`config.mk`:
```
export PLATFORM = sky130hd
export DESIGN_NAME = ahb_lite_interconnect_n
export DESIGN_NICKNAME = d
export VERILOG_FILES = /design/src/rtl/ahb_lite_interconnect_n.sv
export SDC_FILE = /design/constraint.sdc
export NUM_CORES = 1
export LEC_CHECK = 0
export CAP_MARGIN = 20
export CORE_AREA = 2 2 109 111
export CTS_CLUSTER_SIZE = 24
export DETAILED_ROUTE_END_ITERATION = 10
export DIE_AREA = 0 0 111 113
export GPL_ROUTABILITY_DRIVEN = 0
export PLACE_DENSITY = 0.62
export SETUP_SLACK_MARGIN = 0.1
export SYNTH_ARGS = -nofsm -noshare
export SYNTH_HDL_FRONTEND = slang
export SYNTH_SLANG_ARGS = --single-unit
```
`constraint.sdc`:
```
create_clock -name HCLK -period 3.6 [get_ports HCLK]
set_input_delay 0.54 -clock HCLK [delete_from_list [all_inputs] [get_ports HCLK]]
set_output_delay 0.54 -clock HCLK [all_outputs]
set_load 0.01 [all_outputs]
```
`src/rtl/ahb_lite_interconnect_n.sv`:
```
// AHB-lite single-master interconnect: decode, data-phase mux, default slave.
// Define AHB_BUS_TIMEOUT_EN to add the wait-state timeout watchdog.
module ahb_lite_interconnect_n #(
  parameter int unsigned NUM_SLAVES = 6,
  parameter int unsigned DEC_HI = 31,
  parameter int unsigned DEC_LO = 24,
  parameter logic [NUM_SLAVES*8-1:0] SLV_TAGS =
    {8'h60, 8'h50, 8'h48, 8'h40, 8'h20, 8'h00},
  parameter int unsigned TIMEOUT_CYCLES = 16
) (
  input  logic                     HCLK,
  input  logic                     HRESET,
  input  logic [31:0]              HADDR,
  input  logic [1:0]               HTRANS,
  output logic                     HREADY,
  output logic [31:0]              HRDATA,
  output logic                     HRESP,
  output logic [NUM_SLAVES-1:0]    HSEL_S,
  input  logic [NUM_SLAVES-1:0]    HREADYOUT_S,
  input  logic [NUM_SLAVES-1:0]    HRESP_S,
  input  logic [NUM_SLAVES*32-1:0] HRDATA_S,
  output logic                     TIMEOUT_IRQ
);

  localparam int unsigned DW = DEC_HI - DEC_LO + 1;

  typedef enum logic [1:0] {
    DS_IDLE,
    DS_ERR1,
    DS_ERR2
  } ds_e;

  ds_e                   ds_q, ds_d;
  logic [NUM_SLAVES-1:0] hsel;
  logic [NUM_SLAVES-1:0] sel_q, sel_d;
  logic                  dflt_q, dflt_d;
  logic [DW-1:0]         field;
  logic                  rdy_mux;
  logic                  rsp_mux;
  logic [31:0]           rd_mux;
  logic                  active;
  logic                  tmo;
  logic                  unused_in;

  assign field     = HADDR[DEC_HI:DEC_LO];
  assign active    = HTRANS[1];
  assign unused_in = ^{HADDR, HTRANS[0]};

  // Walk downwards so the lowest matching index wins.
  always_comb begin
    hsel = '0;
    for (int i = int'(NUM_SLAVES) - 1; i >= 0; i--) begin
      if (field == SLV_TAGS[i*8 +: DW]) begin
        hsel    = '0;
        hsel[i] = 1'b1;
      end
    end
  end

  assign HSEL_S = hsel;

  always_comb begin
    rdy_mux = 1'b0;
    rsp_mux = 1'b0;
    rd_mux  = '0;
    for (int i = 0; i < int'(NUM_SLAVES); i++) begin
      if (sel_q[i]) begin
        rdy_mux = rdy_mux | HREADYOUT_S[i];
        rsp_mux = rsp_mux | HRESP_S[i];
        rd_mux  = rd_mux | HRDATA_S[i*32 +: 32];
      end
    end
  end

  always_comb begin
    HREADY = 1'b1;
    HRESP  = 1'b0;
    HRDATA = '0;
    unique case (ds_q)
      DS_ERR1: begin
        HREADY = 1'b0;
        HRESP  = 1'b1;
      end
      DS_ERR2: HRESP = 1'b1;
      default: begin
        if (|sel_q) begin
          HREADY = rdy_mux;
          HRESP  = rsp_mux;
          HRDATA = rd_mux;
        end
      end
    endcase
  end

  always_comb begin
    sel_d  = sel_q;
    dflt_d = dflt_q;
    ds_d   = ds_q;
    if (HREADY) begin
      sel_d  = active ? hsel : '0;
      dflt_d = active & ~|hsel;
    end
    unique case (ds_q)
      DS_IDLE: begin
        if ((HREADY && dflt_d) || tmo) ds_d = DS_ERR1;
      end
      DS_ERR1: ds_d = DS_ERR2;
      DS_ERR2: ds_d = dflt_d ? DS_ERR1 : DS_IDLE;
      default: ds_d = DS_IDLE;
    endcase
  end

  always_ff @(posedge HCLK or posedge HRESET) begin
    if (HRESET) begin
      ds_q   <= DS_IDLE;
      sel_q  <= '0;
      dflt_q <= 1'b0;
    end else begin
      ds_q   <= ds_d;
      sel_q  <= sel_d;
      dflt_q <= dflt_d;
    end
  end

`ifdef AHB_BUS_TIMEOUT_EN
  logic [7:0] cnt_q, cnt_d;
  logic       irq_q, irq_d;
  logic       wait_c;

  always_comb begin
    wait_c = (ds_q == DS_IDLE) && (|sel_q) && !rdy_mux;
    tmo    = wait_c && (({1'b0, cnt_q} + 9'd1) >= 9'(TIMEOUT_CYCLES));
    cnt_d  = cnt_q;
    if (HREADY) cnt_d = '0;
    else if (wait_c && cnt_q != 8'hFF) cnt_d = cnt_q + 8'd1;
    irq_d = tmo;
  end

  always_ff @(posedge HCLK or posedge HRESET) begin
    if (HRESET) begin
      cnt_q <= '0;
      irq_q <= 1'b0;
    end else begin
      cnt_q <= cnt_d;
      irq_q <= irq_d;
    end
  end

  assign TIMEOUT_IRQ = irq_q;
`else
  assign tmo         = 1'b0;
  assign TIMEOUT_IRQ = 1'b0;
`endif

endmodule

```
# --- After elaboration in Yosys (flattened, before gate mapping) ---
# Index checks and enable logic that the tools add are counted.
word_totals:
  register_bits: 9
  output_inout_bits: 41
classes:
  eq_ne: 8
  mux: 35
  bitwise: 16
  reduce_logical: 7
op_table:
  columns: ["op", "n"]
  rows:
  - ["32-bit two-way mux", 8]
  - ["32-bit bitwise OR", 5]
  - ["6-bit two-way mux", 7]
  - ["8-bit by 7-bit == test with 1-bit output (second input constant)", 4]
  - ["1-bit two-way mux", 17]
  - ["6-bit OR reduction", 2]
  - ["1-bit bitwise OR", 10]
  - ["8-bit by 6-bit == test with 1-bit output (second input constant)", 1]
  - ["8-bit logical NOT", 1]
  - ["2-bit one-hot mux with 3 select lines", 1]
  - ["2-bit by 1-bit == test with 1-bit output (second input constant)", 1]
  - ["2-bit == test (second input constant)", 1]
  - ["2-bit logical NOT", 1]
  - ["2-bit two-way mux", 1]
  - ["2-bit != test (second input constant)", 1]
  - ["1-bit one-hot mux with 2 select lines", 1]
  - ["2-bit OR reduction", 1]
  - ["1-bit AND", 1]
  - ["1-bit logical AND", 1]
  - ["1-bit logical NOT", 1]

# --- Longest topological paths before layout ---
logic_depth:
  ltp_word: 17
  mapped_depth: 9
  ltp_nobuf: 7

# --- Least setup slack after synthesis ---
# No wires, ideal clock.
synth_timing:
  path_kind: "in2out"
  start: "in HADDR[25]"
  end: "out HSEL_S[4]"
  t_arrival_ps: 1597
  slack_ps: 1463
  stages: 3
  path_buffers: 0
  cell_sequence: "nor4_1 > nand2_1 > nor4b_1"
synth_between:
  elab_chain_cells: 6
synth_lines:
  columns: ["item", "line", "rtl"]
  rows:
  - ["from (decl)", "13", "input logic [31:0] HADDR,"]
  - ["8-bit by 7-bit == test with 1-bit output", "53", "if (field == SLV_TAGS[i*8 +: DW]) begin"]
  - ["6-bit two-way mux (4 in series)", "53", null]
  - ["6-bit two-way mux *", "53", null]
  - ["to (decl)", "18", "output logic [NUM_SLAVES-1:0] HSEL_S,"]
# Mark *: on every way between the ends. The rest lies on a longest branch, timed or not.

# --- Final worst setup path ---
layout_timing:
  start: "in HADDR[25]"
  end: "out HSEL_S[3]"
# Same word-level chain as after synthesis.

==> metrics <==
Antenna Nets Post-Route=0; Post-synth EDFFs=0; Max Slew Vio Count=0; Clock power frac=0.187; count of final setup violators=0; Slew Limit Headroom=0.484; # port buffers=254; sequential share of power=0.131; Synth warnings=0; hpwl dp=8680 um; multi-input logic area=0.00129 mm^2; Diodes inserted=0; Netlist cell types=31; Syn Nets=473; synthesized cell area=0.00167 mm^2; Hold WC Path Type=register to register; overflow left after global routing=0; Worst R2R End=ds_q[1]; GRT Total Usage=0.173; hold_sp=dflt_q; Crit path required time=3.06 ns; total power=0.00104 W; layout net count=712; path depth of the worst reg2reg path=6; ratio of final minimum period to clock period=0.879; Worst EP arrival=2.63 ns; H-tree levels=1; initial drt markers=215; FMAX=316 MHz; die width=111 um; via count=3090; Period minus WS final=3.17 ns; remaining routing DRC violations=0; Final Non-Filler Cells=610; status=finished, final reports clean; vias in the first global route=3258; Comb pwr share=0.682; Reg clk slew, reported paths=0.04 ns; via/cell ratio=5.07; first-pass GRT wire length=17700 um; Psw=0.000397 W; Sw Ratio=0.381; share of cells above drive strength 1=0.0407; Setup TNS=0 ns; Worst-Margin Slew=0.773 ns; clock sinks=9; Top FF cell, synth=dfrtp_1; Core Footprint=0.0113 mm^2; Setup crit end kind=output pin; Place WS=0.470 ns; clock buffer depth=2; wire length per cell=19.0 um; largest net degree at the start of global routing=36; r2r startpoint=sel_q[1]; initial antenna violation count=0; # rows=39; drt total wl=11600 um; Max-cap violations=0; Cell Pwr Density=236 mW/mm^2; Setup crit start kind=primary input; postcts setup bufs=0; Hold Violations, Final=0; share of the synthesized area in the top cell type=0.440; Post-CTS Hold Buffers=0; fill count=1162; clock skew=0.00261 ns; final worst slack=0.434 ns; worst vdd ir=0.395 mV; Seq/Total Area, Yosys=0.135; Initial Utilization=0.148; Hold Path Stages=2; Die Ht=113 um; Top Ports=281; CTS tree=done; synthesized instance count=229; leading area contributor after synthesis=a22oi_1; clk_lat worst skew=0.23 ns; post-CTS sizing=0; Placed Cells incl. Taps=606; DRT Pass-1 Iters=4; most instantiated library cell after synthesis=a22oi_1; top post-synthesis cells by area=a22oi_1 44%, dfrtp_1 13%, a31oi_1 13%; r2r setup slk=1.60 ns; final hold slack=0.489 ns; die area=0.0125 mm^2; synthesis-to-layout area growth=164%; sequential cell area=225 um^2; crit path kind=primary input to output pin; Yosys reg bits=9; Pint=0.000644 W; CP Max Fanout=3; most frequent cells after synthesis=98 x a22oi_1, 34 x a31oi_1, 24 x clkbuf_1; root buffer cell=clkbuf_16; leakage power=1.42 nW; Post-synth ARST share=1.00; Worst Hold Path EP=dflt_q; Syn Area/Cell=7.30 um^2; unrepaired setup endpoints after global routing=no; total CTS buffers=3
==> worst max-delay path, cell delays in order <==
cell	delay [ns]
clkdlybuf4s50_1	0.41
nor4_1	0.47
nand2_1	0.14
nor4b_1	0.43
clkdlybuf4s50_1	0.64
==> per-layer routing <==
| metal | vias to the layer above | global-route usage | part of all wire |
|---|---|---|---|
| met3 | 14 | 0.0359 | 0.088 |
| li1 | 1438 | - | - |
| met5 | - | 0 | 0 |
| met2 | 189 | 0.315 | 0.50 |
| met1 | 1449 | 0.210 | 0.39 |
| met4 | 0 | 0.0375 | 0.013 |
==> how the worst max path moves through the flow <==
stage	from	end	slack, ns	cells past startpoint
finish	HADDR[25]	HSEL_S[3]	0.43	5
global route	HADDR[25]	HSEL_S[3]	0.22	5
CTS	HADDR[24]	HSEL_S[4]	0.45	5
detailed placement	HADDR[24]	HSEL_S[4]	0.47	5
global placement	HADDR[24]	HSEL_S[4]	0.47	5
floorplan	HADDR[25]	HSEL_S[4]	1.46	3
==> cells by family (layout without fill, tap and decap cells) <==
logic type / Yosys count / count (layout) / share of synthesized area
mux: 1 / 1 / 0.00674
other cells: 1 / 1 / 0.00224
fa+ha+maj: 4 / 4 / 0.0299
compound gates: 147 / 147 / 0.636
buf+inv: 36 / 274 / 0.0928
flops: 9 / 9 / 0.135
simple gates: 31 / 31 / 0.0973
==> power by group through the flow <==
| stage | clock [W] | sequential, W | combinational [W] |
|---|---|---|---|
| 4_1_cts | 0.000197 | 0.000137 | 0.000708 |
| 5_1_grt | 0.000203 | 0.000140 | 0.000759 |
| 3_3_place_gp | 0 | 0.000137 | 0.000693 |
| 2_1_floorplan | 0 | 0.000133 | 0.000320 |
| 3_5_place_dp | 0 | 0.000138 | 0.000705 |
| 6_report | 0.000194 | 0.000137 | 0.000710 |
==> stage by stage <==
| stage | area [um^2] | util |
|---|---|---|
| 4_1_cts | 4410 | 0.392 |
| 2_1_floorplan | 1670 | - |
| 6_report | 4410 | 0.392 |
| 3_3_place_gp | 4340 | 0.385 |
| 3_5_place_dp | 4340 | 0.385 |
| 5_1_grt | 4410 | 0.392 |
==> flip-flops by register name (all words and copies together) (netlist names) <==
name and cells:
ds_q 2, dflt_q 1, sel_q 6
==> final cells by class <==
class / count / area share
Timing Repair Buffer: 264 / 0.593
Multi-Input combinational cell: 184 / 0.293
Sequential cell: 9 / 0.0510
Tap cell: 143 / 0.0405
Clock buffer: 4 / 0.0179
Inverter: 6 / 0.00510
==> cells in the final DEF (no fill, tap or decap) <==
cell type,n
clkbuf_1,1
or3_1,1
nand3b_1,1
and2_1,2
or4_4,1
a31o_2,2
nand2_1,11
clkbuf_16,3
buf_4,10
clkdlybuf4s50_1,254
o311a_1,1
a31oi_1,34
mux2_2,1
nor3_2,1
nor4b_1,2
conb_1,1
dfrtp_1,9
a222oi_1,2
ha_1,4
o22ai_2,1
inv_1,6
o21ai_0,2
nor4_1,1
o31ai_1,4
a21oi_1,2
o21ai_1,1
nand3_1,4
nor2_1,6
a22oi_1,98
or4_1,1
Power figures use the tool's default switching activity.
